File: src/rtl/pio_bank_if.sv
// Avalon-MM slave bus and interrupt line for the PIO bank.
//   avs_address   word address (8 registers)
//   avs_read      read strobe, data returned one cycle later
//   avs_write     write strobe
//   avs_writedata write data
//   avs_readdata  registered read data, held until the next read
//   irq           level interrupt, active high
interface pio_bank_if;
    logic [2:0]  avs_address;
    logic        avs_read;
    logic        avs_write;
    logic [31:0] avs_writedata;
    logic [31:0] avs_readdata;
    logic        irq;

    modport master (
        output avs_address, avs_read, avs_write, avs_writedata,
        input  avs_readdata, irq
    );

    modport slave (
        input  avs_address, avs_read, avs_write, avs_writedata,
        output avs_readdata, irq
    );
endinterface

File: src/rtl/pio_bank_ctrl.sv
// Parallel-I/O bank: debounced inputs with edge capture and maskable IRQ,
// outputs with atomic set/clear, all behind an Avalon-MM register map.
//   clk_clk      system clock
//   reset_reset  synchronous active-high reset
//   bus          Avalon-MM slave (address/read/write/writedata/readdata/irq)
//   in_export    raw asynchronous pin inputs
//   out_export   output pins, driven straight from DATA_OUT
module pio_bank_ctrl #(
    parameter int unsigned IN_WIDTH        = 6,
    parameter int unsigned OUT_WIDTH       = 8,
    parameter int unsigned DEBOUNCE_CYCLES = 50000,
    parameter logic [OUT_WIDTH-1:0] OUT_RESET = '0
) (
    input  logic                 clk_clk,
    input  logic                 reset_reset,
    pio_bank_if.slave            bus,
    input  logic [IN_WIDTH-1:0]  in_export,
    output logic [OUT_WIDTH-1:0] out_export
);

    localparam int unsigned PW = (DEBOUNCE_CYCLES > 1) ? $clog2(DEBOUNCE_CYCLES) : 1;

    localparam logic [2:0] A_DATA_IN  = 3'd0;
    localparam logic [2:0] A_DATA_OUT = 3'd1;
    localparam logic [2:0] A_OUT_SET  = 3'd2;
    localparam logic [2:0] A_OUT_CLR  = 3'd3;
    localparam logic [2:0] A_IRQ_MASK = 3'd4;
    localparam logic [2:0] A_EDGE_CAP = 3'd5;
    localparam logic [2:0] A_EDGE_CFG = 3'd6;

    localparam logic [31:0] ID_VALUE = {8'h50, 8'(OUT_WIDTH), 8'(IN_WIDTH), 8'h01};

    logic [PW-1:0]        presc;
    logic                 tick;
    logic [IN_WIDTH-1:0]  sync1, sync2;
    logic [IN_WIDTH-1:0]  hist0, hist1;
    logic [IN_WIDTH-1:0]  debounced;
    logic [IN_WIDTH-1:0]  edge_cap;
    logic [IN_WIDTH-1:0]  mask;
    logic [IN_WIDTH-1:0]  cfg_rise, cfg_fall;
    logic [OUT_WIDTH-1:0] data_out;
    logic [31:0]          rdata;
    logic                 irq_q;

    logic [IN_WIDTH-1:0]  agree, db_next, rise, fall, cap_clr, cap_next;
    logic [IN_WIDTH-1:0]  wr_in, wr_fall;
    logic [OUT_WIDTH-1:0] wr_out, out_next;
    logic [31:0]          rd_mux;
    logic                 wr_en;

    assign tick   = (presc == PW'(DEBOUNCE_CYCLES - 1));
    assign wr_en  = bus.avs_write;
    assign wr_in  = bus.avs_writedata[IN_WIDTH-1:0];
    assign wr_fall = bus.avs_writedata[16 +: IN_WIDTH];
    assign wr_out = bus.avs_writedata[OUT_WIDTH-1:0];

    // Debounce decision and edge detection; a set always beats a W1C clear.
    always_comb begin
        agree    = ~(sync2 ^ hist0) & ~(sync2 ^ hist1);
        db_next  = debounced;
        if (tick) begin
            db_next = (debounced & ~agree) | (sync2 & agree);
        end
        rise     = db_next & ~debounced & cfg_rise;
        fall     = ~db_next & debounced & cfg_fall;
        cap_clr  = '0;
        if (wr_en && (bus.avs_address == A_EDGE_CAP)) begin
            cap_clr = wr_in;
        end
        cap_next = (edge_cap & ~cap_clr) | rise | fall;
    end

    // DATA_OUT update including atomic set/clear aliases.
    always_comb begin
        out_next = data_out;
        if (wr_en) begin
            case (bus.avs_address)
                A_DATA_OUT: out_next = wr_out;
                A_OUT_SET:  out_next = data_out | wr_out;
                A_OUT_CLR:  out_next = data_out & ~wr_out;
                default:    out_next = data_out;
            endcase
        end
    end

    // Read mux; reflects pre-write state since it uses current registers.
    always_comb begin
        rd_mux = '0;
        case (bus.avs_address)
            A_DATA_IN:  rd_mux = 32'(debounced);
            A_DATA_OUT,
            A_OUT_SET,
            A_OUT_CLR:  rd_mux = 32'(data_out);
            A_IRQ_MASK: rd_mux = 32'(mask);
            A_EDGE_CAP: rd_mux = 32'(edge_cap);
            A_EDGE_CFG: rd_mux = {16'(cfg_fall), 16'(cfg_rise)};
            default:    rd_mux = ID_VALUE;
        endcase
    end

    // Input path: synchroniser, prescaler and sample history.
    always_ff @(posedge clk_clk) begin
        if (reset_reset) begin
            sync1     <= '0;
            sync2     <= '0;
            presc     <= '0;
            hist0     <= '0;
            hist1     <= '0;
            debounced <= '0;
        end else begin
            sync1     <= in_export;
            sync2     <= sync1;
            presc     <= tick ? '0 : presc + PW'(1);
            if (tick) begin
                hist0 <= sync2;
                hist1 <= hist0;
            end
            debounced <= db_next;
        end
    end

    // Register file, read data and interrupt.
    always_ff @(posedge clk_clk) begin
        if (reset_reset) begin
            data_out <= OUT_RESET;
            mask     <= '0;
            cfg_rise <= '0;
            cfg_fall <= '0;
            edge_cap <= '0;
            rdata    <= '0;
            irq_q    <= 1'b0;
        end else begin
            data_out <= out_next;
            edge_cap <= cap_next;
            if (wr_en && (bus.avs_address == A_IRQ_MASK)) begin
                mask <= wr_in;
            end
            if (wr_en && (bus.avs_address == A_EDGE_CFG)) begin
                cfg_rise <= wr_in;
                cfg_fall <= wr_fall;
            end
            if (bus.avs_read) begin
                rdata <= rd_mux;
            end
            irq_q <= |(edge_cap & mask);
        end
    end

    assign out_export       = data_out;
    assign bus.avs_readdata = rdata;
    assign bus.irq          = irq_q;

    // Upper write-data bits beyond the configured widths are intentionally dropped.
    logic unused_wdata;
    assign unused_wdata = &{1'b0, bus.avs_writedata};

endmodule
File: src/flat_wrapper.sv
// flat-port wrapper written by rule: the top's interface ports become plain ports
module pio_bank_ctrl_flat 
#(
    parameter int unsigned IN_WIDTH        = 6,
    parameter int unsigned OUT_WIDTH       = 8,
    parameter int unsigned DEBOUNCE_CYCLES = 50000,
    parameter logic [OUT_WIDTH-1:0] OUT_RESET = '0
)
  (clk_clk, reset_reset, in_export, out_export, bus_avs_address, bus_avs_read, bus_avs_write, bus_avs_writedata, bus_avs_readdata, bus_irq);
  pio_bank_if bus_i ();
  input  logic clk_clk;
  input  logic reset_reset;
  input  logic [IN_WIDTH-1:0] in_export;
  output logic [OUT_WIDTH-1:0] out_export;
  input wire logic [$bits(bus_i.avs_address)-1:0] bus_avs_address;
  input wire logic [$bits(bus_i.avs_read)-1:0] bus_avs_read;
  input wire logic [$bits(bus_i.avs_write)-1:0] bus_avs_write;
  input wire logic [$bits(bus_i.avs_writedata)-1:0] bus_avs_writedata;
  output wire logic [$bits(bus_i.avs_readdata)-1:0] bus_avs_readdata;
  output wire logic [$bits(bus_i.irq)-1:0] bus_irq;
  assign bus_i.avs_address = bus_avs_address;
  assign bus_i.avs_read = bus_avs_read;
  assign bus_i.avs_write = bus_avs_write;
  assign bus_i.avs_writedata = bus_avs_writedata;
  assign bus_avs_readdata = bus_i.avs_readdata;
  assign bus_irq = bus_i.irq;
  pio_bank_ctrl #(.IN_WIDTH(IN_WIDTH), .OUT_WIDTH(OUT_WIDTH), .DEBOUNCE_CYCLES(DEBOUNCE_CYCLES), .OUT_RESET(OUT_RESET)) u_core (.clk_clk(clk_clk), .reset_reset(reset_reset), .bus(bus_i), .in_export(in_export), .out_export(out_export));
endmodule
File: config.mk
export PLATFORM = sky130hd
export DESIGN_NAME = pio_bank_ctrl_flat
export DESIGN_NICKNAME = d
export VERILOG_FILES = /design/src/rtl/pio_bank_if.sv /design/src/rtl/pio_bank_ctrl.sv /design/src/flat_wrapper.sv
export SDC_FILE = /design/constraint.sdc
export NUM_CORES = 1
export LEC_CHECK = 0
export CAP_MARGIN = 20
export CORE_MARGIN = 2
export CORE_UTILIZATION = 55
export DETAILED_ROUTE_END_ITERATION = 6
export PLACE_DENSITY = 0.85
export SLEW_MARGIN = 20
export SYNTH_ARGS = -nofsm -noshare
export SYNTH_HDL_FRONTEND = slang
export SYNTH_SLANG_ARGS = --single-unit
File: constraint.sdc
create_clock -name clk_clk -period 2.9 [get_ports clk_clk]
set_input_delay 0.725 -clock clk_clk [delete_from_list [all_inputs] [get_ports clk_clk]]
set_output_delay 0.725 -clock clk_clk [all_outputs]
set_load 0.05 [all_outputs]
# After elaboration in Yosys (flattened, before gate mapping)
# Index checks and enable logic that the tools add are counted.
# totals
register_bits	111
inputBits	45
output_inout_bits	41
elab_cells	57
# classes
add_sub_neg	1
n_eq_ne	7
n_mux	4
bitwise_logic	23
n_reduce_logical	9
# op_table
operator	n
one-hot mux 31 bit (5 select lines)	1
AND 6 bit	9
inverter 6 bit	6
one-hot mux 8 bit (3 select lines)	1
OR 6 bit	3
adder 16 x 1 -> 16 bit, second input constant	1
equality test 16 bit, second input constant	1
two-way mux 6 bit	2
bitwise XOR 6 bit	2
equality test 3 bit, second input constant	3
AND 8 bit	1
inverter 8 bit	1
OR 8 bit	1
equality test 3 x 2 -> 1 bit, second input constant	2
OR reduction 6 bit	1
equality test 3 x 1 -> 1 bit, second input constant	1
logical AND 1 bit	3
zero test 3 bit	1
nonzero test 3 bit	1
OR reduction 3 bit	1
AND reduction 2 bit	1
OR reduction 2 bit	1

# Depth between registers and ports, before layout
# Gate-level depths: netlist of the first run.
# depth
ltp_word	11
mapped_depth	7

# Least setup slack after synthesis of the first run
# OpenSTA, ideal clock, no wires.
# synth_path
path_kind	input port to flip-flop
from	input bus_avs_address[0]
to	register u_core.mask[0]
t_arrival_ps	1760
slack_ps	1012
stages	6
path_buffers	2
cell_sequence	buf_2 > nor2_1 > and3_1 > buf_2 > mux2i_1 > nor2_1
# synth_between
elab_chain_len	2
# synth_lines
element	line	source
from (decl)	flat_wrapper.sv:15	input wire logic [$bits(bus_i.avs_address)-1:0] bus_avs_address;
equality test 3 bit	pio_bank_ctrl.sv:135	if (wr_en && (bus.avs_address == A_IRQ_MASK)) begin
logical AND 1 bit	pio_bank_ctrl.sv:135	
to (signal assigned)	pio_bank_ctrl.sv:136	mask <= wr_in;
to (decl)	pio_bank_ctrl.sv:39	logic [IN_WIDTH-1:0] mask;
# Every way passes these cells.
# A chain may end at the register's enable or synchronous reset.

# Worst setup path in the final report of the first run
# layout_path
from	register u_core.rdata[28], in the netlist u_core.bus.avs_readdata[28]
to	output bus_avs_readdata[28]
# layout_lines
element	line	source
from (decl)	pio_bank_ctrl.sv:42	logic [31:0] rdata;
from (signal assigned)	pio_bank_ctrl.sv:143	rdata <= rd_mux;
to (decl)	flat_wrapper.sv:19	output wire logic [$bits(bus_i.avs_readdata)-1:0] bus_avs_readdata;
# No word-level cell between the ends.

==> impl.org, run 1 <==
** Clock network
- After clock tree synthesis, the flow added hold-fix buffers numbering 0.
- TritonCTS clock tree :: done
- The tree is rooted in a clkbuf_8.
- Count of instances resized after the clock tree is built :: 0
- CTS max path bufs :: 2
- Buffers added to address setup during post-CTS repair amount to 0.
- Clk pin slew, worst setup/hold paths :: 0.10 ns
- Latest clock arrival within the worst-skew pair :: 0.35 ns
- Clock Sinks :: 94
- Number of levels in the clock H-tree :: 3
- Total CTS buffers :: 9

** Worst setup path
- Endpoint of the worst-slack reg-to-reg timing path :: u_core.debounced[0]
- STA classifies the critical path endpoint as an output port.
- Reg2Reg Depth :: 5
- Type of element launching the critical path :: register
- Crit path buffers/inverters :: 1
- STA puts the critical path data required time at 2.17 ns.
- Crit Path Max Fanout :: 5
- Maximum single-stage delay on the critical path :: 0.84 ns
- For the worst setup path, the data arrival time is 1.60 ns.
- The signal on the critical path passes through clkdlybuf4s50_1.
- For flop-to-flop paths, the worst setup slack is 0.71 ns.
- Critical path start-end classification :: reg -> out
- Startpoint of the most critical register-to-register path :: u_core.presc[0]
- Among cell families on the critical path, the largest total delay comes from buffers and inverters.
- Critical-path cell with the highest stage delay :: clkdlybuf4s50_1

** Drt
- In the final routed layout, each cell accounts on average for 14.46 um.
- Total number of vias :: 3,619
- Routed vias/inst :: 5.699
- In the routed design, unresolved DRC markers number 0.
- Iteration count of the initial detailed-routing pass :: 4
- After detailed routing, the total wire length is 9.181 mm.
- The detail route stage leaves a number of antenna-violating nets equal to 0.
- The detailed router finished its first iteration with 297 violations.

** Die
- Measured along the x axis, the die boundary spans 90.38 um.
- For this configuration, the core starts out at a cell density of 56.58%.
- The total area inside the core boundary comes to 7253 sq um.
- Overall die area :: 8169 sq um
- Core Rows :: 31
- Total I/O pin count :: 86
- Die Ht :: 90.38 um

** Synth
- Share of flip-flops with an asynchronous set or reset after synthesis :: 0%
- Post-synthesis share of cell area spent on xor and xnor gates :: 2.988%
- Average cell area after synthesis :: 8.324 sq um
- By count the netlist is led by dfxtp_1 (94), nand2_1 (76), a21oi_1 (50), nor2_1 (41), nand3_1 (31).
- Dominant combinational cell family by area after synthesis :: simple AND/OR/NAND/NOR gates
- The synthesized design spends more area on one cell type than any other, namely dfxtp_1.
- In the synthesized netlist the dominant register cell turns out to be dfxtp_1.
- Number of cells produced by synthesis :: 493
- Top-count cell post-synth :: dfxtp_1
- Number of distinct library cell variants in the gate-level netlist after synthesis :: 42
- The synthesized netlist devotes 0.3049% of its cell area to adder and majority cells.
- Ranked by total cell area, the synthesized netlist is headed by dfxtp_1 (46%), nand2_1 (7.0%), a21oi_1 (6.1%).
- Compound-Gate Fraction of Synth Area :: 11.71%
- Number of synthesis warnings :: 0
- In this run, synthesis produced a sequential element count of 94.
- Cell area after technology mapping :: 4104 sq um
- Portion of the post-synthesis area used by sequential elements :: 45.85%
- Multiplexer share of the synthesized area :: 4.055%
- Area fraction in and, or, nand and nor cells after synthesis :: 27.47%
- Counting flops with a built-in enable in the synthesized netlist gives 0.
- The share of synthesized area in the top cell type comes to 45.85%.

** Global route
- After global routing the overflow that remains totals 0.
- Maximum number of pins on one net before global-route repair :: 63
- Antenna violations before repair :: 0
- Global-route usage over all layers :: 23.45%
- First-pass GRT wire length :: 15.69 mm
- Via count of the first global-routing pass :: 3,317

** Timing
- Clock skew :: 0.01261 ns
- Worst slew slack as a fraction of its limit :: 52.13%
- The max-slew violation total from the final report came to 0.
- For the pin with the worst max-slew slack, the measured transition is 0.7181 ns.
- Post-route fraction of the period consumed by the critical path :: 80.11%
- Final critical delay including setup and external delays :: 2.323 ns
- Derived from the worst setup path, the maximum achievable clock frequency is 430.4 MHz.
- # setup viols final :: 0
- Adding up every negative setup slack in the final design gives 0 ns.
- Setup repair after global routing left no endpoint under its margin.
- Number of failing hold endpoints at the final stage :: 0

** Outcome
- Run status :: completed

** Flow run
- Maximum Capacitance Violations :: 0

** Placed design
- In this run the tool buffered the top-level ports with 53 buffer cells.
- Routability cong. :: 0.8705
- Summed over all nets, the half-perimeter wirelength after detailed placement is 6.282 mm.
- Dpl cells :: 619
- In this run the cell area measured after placement is 4618 sq um.

** Power and ir drop
- Leakage :: 1.642 nW
- Total Power :: 2.675 mW
- The worst-case IR drop observed on VDD is 0.3645 mV.
- Power density normalized to cell area :: 549.3 nW/um^2

** Finish
- For this run, the number of standard cells in the final layout without fillers is 635.
- Total Nets Final :: 577
- At the end of the flow the core is filled with cells to 67.16%.
- The area growth from synthesis to layout is 18.69%.
- Share of cells above drive strength 1 :: 7.090%
- The finished cells cover 4871 sq um.
- Count of antenna diodes in the layout :: 0

** Min path
- The worst hold path begins at u_core.sync1[3].
- WHS Path Cells :: 1
- WHS Endpoint :: u_core.sync2[3]
- The worst hold path belongs to the class reg -> reg.
logic make-up after synthesis:
| group | after synthesis |
|---|---|
| AO/OA/AOI/OAI | 84 |
| other | 1 |
| adder cells (fa/ha/maj) | 1 |
| flip-flops | 94 |
| multiplexers | 16 |
| AND/OR/NAND/NOR | 226 |
| buffers and inverters | 57 |
| XOR/XNOR | 14 |
cell type report:
type | count | area [sq um]
sequential | 94 | 1882
fill | 567 | 2382
inverter | 6 | 22.52
timing repair buffer | 65 | 628.1
clock inverter | 6 | 115.1
clock buffer | 10 | 137.6
multi-input combinational | 355 | 1962
tap | 99 | 123.9
through the flow:
stage / hold slack, ns / worst slack, ns
after floorplan: 0.4138 / 1.012
after global placement: 0.4163 / 0.4357
after detailed placement: 0.4212 / 0.3994
after CTS: 0.4425 / 0.5630
after global routing: 0.4601 / 0.4483
final: 0.4405 / 0.5768
report_power, final:
part | internal (mW) | switching, mW
sequential | 1.32 | 0.0208
clock | 0.603 | 0.469
combinational | 0.0942 | 0.173
total | 2.01 | 0.662
metal layers:
metal | vias to the layer above | global-route usage [%] | part of all wire (%)
met2 | 130 | 39.79 | 50
met1 | 1712 | 29.12 | 43
met5 | - | 0 | 0
li1 | 1764 | - | -
met4 | 0 | 9.103 | 1.8
met3 | 13 | 5.175 | 4.9
registers in the layout (all words and copies together), names as in the netlist:
signal                   count
u_core.edge_cap              6
u_core.cfg_fall              6
u_core.bus.irq               1
u_core.hist0                 6
u_core.presc                16
u_core.bus.avs_readdata     15
u_core.hist1                 6
u_core.cfg_rise              6
u_core.mask                  6
u_core.sync2                 6
u_core.sync1                 6
u_core.out_export            8
u_core.debounced             6
worst max-delay path by stage:
stage | start | depth (start not counted) | endpoint | slack, ns
2_1_floorplan | bus_avs_address[0] | 6 | u_core.mask[0] | 1.01
3_5_place_dp | bus_avs_address[2] | 5 | u_core.cfg_fall[0] | 0.40
4_1_cts | u_core.bus.avs_readdata[28] | 1 | bus_avs_readdata[28] | 0.56
5_1_grt | u_core.presc[0] | 5 | u_core.debounced[0] | 0.45
3_3_place_gp | bus_avs_address[0] | 6 | u_core.cfg_rise[4] | 0.44
6_report | u_core.bus.avs_readdata[28] | 1 | bus_avs_readdata[28] | 0.58
layout by cell type (no fill, tap or decap), types with 6 or more instances in the layout:
master / netlist / routed
a21oi_1: 50 / 50
a31oi_1: 8 / 8
buf_4: 18 / 11
clkbuf_8: 0 / 10
clkdlybuf4s50_1: 0 / 52
conb_1: 1 / 14
dfxtp_1: 94 / 94
inv_1: 6 / 6
mux2i_1: 11 / 11
nand2_1: 76 / 76
nand3_1: 31 / 31
nand3b_1: 10 / 10
nand4_1: 17 / 17
nor2_1: 41 / 41
nor2b_1: 12 / 12
nor3_1: 10 / 10
nor4_1: 16 / 16
o211ai_1: 8 / 8
o21ai_0: 9 / 9
xnor2_1: 12 / 12
(Power assumes the default switching activity.)
==> run 2: changes to the inputs <==
CORE_UTILIZATION = 51   (was 55)
PLACE_DENSITY = 0.8   (was 0.85)
clock period = 2.2 ns   (was 2.9 ns; I/O delays follow)
==> impl.org, run 2 (same netlist as run 1, synthesis figures left out) <==
** Global route
- Global-route usage over all layers :: 21.84%
- Via count of the first global-routing pass :: 3,308
- Global routing finished with a remaining overflow of 0.
- The first global-routing pass estimated 15.32 mm of wire.
- Antenna violations before repair :: 0
- Entering global routing, the biggest net connects 79 pins.

** Finish
- Of the cells placed in the final design, the portion with a size suffix greater than 1 is 8.103%.
- Largest register by flop count :: u_core.presc
- Core utilization of the finished layout :: 62.89%
- In the final design database the tool counted 584 nets.
- Area overhead of the layout relative to synthesis :: 19.02%
- Leading cell type in the layout, fill and taps excluded :: dfxtp_1
- The register with the most flip-flops in the layout has 16 of them.
- The filler cells instantiated in the layout total 689.
- Count of antenna diodes in the layout :: 0
- Commonest non-fill, non-tap cells in the layout :: dfxtp_1 (94), nand2_1 (76), clkdlybuf4s50_1 (52)

** Clock network
- Number of buffers inserted by hold repair at cts :: 0
- In this run the number of H-tree levels came out at 3.
- Clk Tree Root Cell :: clkbuf_8
- CTS max path bufs :: 2
- Clock-pin slew was measured on the worst setup and hold paths at 0.10 ns.
- TritonCTS clock tree :: done
- Buffers added to address setup during post-CTS repair amount to 0.
- Post-CTS repair changed the size of 0 cells.
- Clock Sinks :: 94
- Clock tree synthesis inserted a total of 9 buffers.
- The later pin in the worst-skew pair is clocked with a latency of 0.36 ns.

** Die
- Measured along the x axis, the die boundary spans 93.71 um.
- The floorplan step defined a die boundary enclosing 8781 sq um.
- In this run the standard cell core region covers 7767 sq um.
- Die Ht :: 93.71 um
- Core Rows :: 32
- In this run the count of I/O pins placed on the die edge is 86.
- Initial cell density of the core :: 52.84%

** Drt
- Dividing the detail-routed wire length by the instance count gives 14.29 um.
- Routed vias/inst :: 5.572
- Number of design-rule violations left by the first detailed-router iteration :: 304
- Iteration count of the initial detailed-routing pass :: 5
- In this run the remaining antenna-violating nets after routing total 0.
- The final route contains 3,594 vias.
- Total Wirelength :: 9.218 mm
- Post-route DRC violation count :: 0

** Timing
- Max Clock Freq :: 466.9 MHz
- Setup violations remaining at the end of the flow were counted as 0.
- RSZ-0062 raised after global routing :: no
- Number of failing hold endpoints at the final stage :: 0
- Measured against its own limit, the worst slew margin works out to 61.96%.
- Setup slack closes at 0.05835 ns.
- Transition time at the pin with the least slew margin :: 0.5706 ns
- Post-route fraction of the period consumed by the critical path :: 97.35%
- Final critical delay including setup and external delays :: 2.142 ns
- The max-slew violation total from the final report came to 0.
- Final-layout setup total negative slack :: 0 ns
- Clock skew on the completed layout was measured at 0.01179 ns.

** Worst setup path
- The critical path in this run is classified as reg -> out.
- In this run the worst path has a maximum fanout of 5.
- The worst setup path is captured at an output port.
- Critical path data arrival time :: 1.59 ns
- The worst register-to-register path ends at u_core.debounced[2].
- In this design, the largest share of critical-path delay is due to buffers and inverters.
- Type of element launching the critical path :: register
- Reg2Reg Depth :: 6
- Data on the critical path is required at its endpoint by 1.65 ns.
- For flop-to-flop paths, the worst setup slack is 0.36 ns.
- Cell Chain, Critical Path :: clkdlybuf4s50_1
- Counting both buffers and inverters, the worst setup path holds a total of 1.
- In this run the critical register-to-register path is launched from u_core.presc[0].
- Critical-path cell with the highest stage delay :: clkdlybuf4s50_1
- For this run, the slowest stage of the critical path takes 0.83 ns.

** Min path
- HP Start :: u_core.sync1[1]
- The path with the worst hold slack has its endpoint at u_core.sync2[1].
- WHS Path Cells :: 1
- Path class of the lowest-slack min-delay path :: reg -> reg

** Power and ir drop
- Dividing total power by cell area gives a power density of 656.7 nW/um^2.
- The analysis attributes to cell leakage a power of 1.648 nW.
- Maximum vdd drop :: 0.4478 mV

** Placed design
- Total half-perimeter wirelength after legalization and detailed placement :: 6.471 mm
- At the placement stage, the worst setup path has a slack of -0.07120 ns.
- At the end of routability-driven placement, the weighted congestion stood at 0.8510.
- During placement, the flow inserted port buffers numbering 53.

** Outcome
- Run status :: completed

** Flow run
- Max-cap violations in this run came to 0.
[run 2: worst max-delay path by stage]
stage                                 from                    to  slack, ns  cells past startpoint
3_5_place_dp            bus_avs_address[0]    u_core.cfg_fall[1]      -0.07                      6
4_1_cts        u_core.bus.avs_readdata[28]  bus_avs_readdata[10]       0.04                      1
6_report       u_core.bus.avs_readdata[28]  bus_avs_readdata[10]       0.06                      1
3_3_place_gp            bus_avs_address[0]    u_core.cfg_fall[2]      -0.03                      6
2_1_floorplan           bus_avs_address[0]        u_core.mask[0]       0.49                      6
5_1_grt        u_core.bus.avs_readdata[28]  bus_avs_readdata[10]      0.004                      1
[run 2: through the flow]
stage               power [mW]  cells  area (sq um)  hold WS [ns]
global route             3.329    645          4885        0.4543
finish                   3.208    645          4885        0.4415
floorplan                2.052    506          4153        0.4138
detailed placement       2.166    629          4700        0.4251
CTS                      3.228    645          4885        0.4458
global placement         2.157    629          4700        0.4163
[run 2: cell type report]
class	instances	area (sq um)	area share, %
inverters	6	22.52	0.4611
well taps	102	127.6	2.613
flip-flops and latches	94	1882	38.52
clock inverters	5	43.79	0.8965
multi-input cells	355	1962	40.16
clock buffers	11	141.4	2.894
repair buffers	72	705.7	14.45
[run 2: where the power goes]
group | switching, mW | internal [mW] | total (mW)
Clock | 0.625 | 0.454 | 1.08
Combinational | 0.233 | 0.134 | 0.367
Sequential | 0.0264 | 1.73 | 1.76
Total | 0.884 | 2.32 | 3.21
[run 2: metal layers]
| metal | wire [um] | global-route usage, % | vias up |
|---|---|---|---|
| li1 | - | - | 1782 |
| met1 | 4208 | 29.64 | 1708 |
| met2 | 4388 | 35.36 | 97 |
| met3 | 555 | 3.772 | 7 |
| met4 | 66 | 7.246 | 0 |
| met5 | 0 | 0 | - |
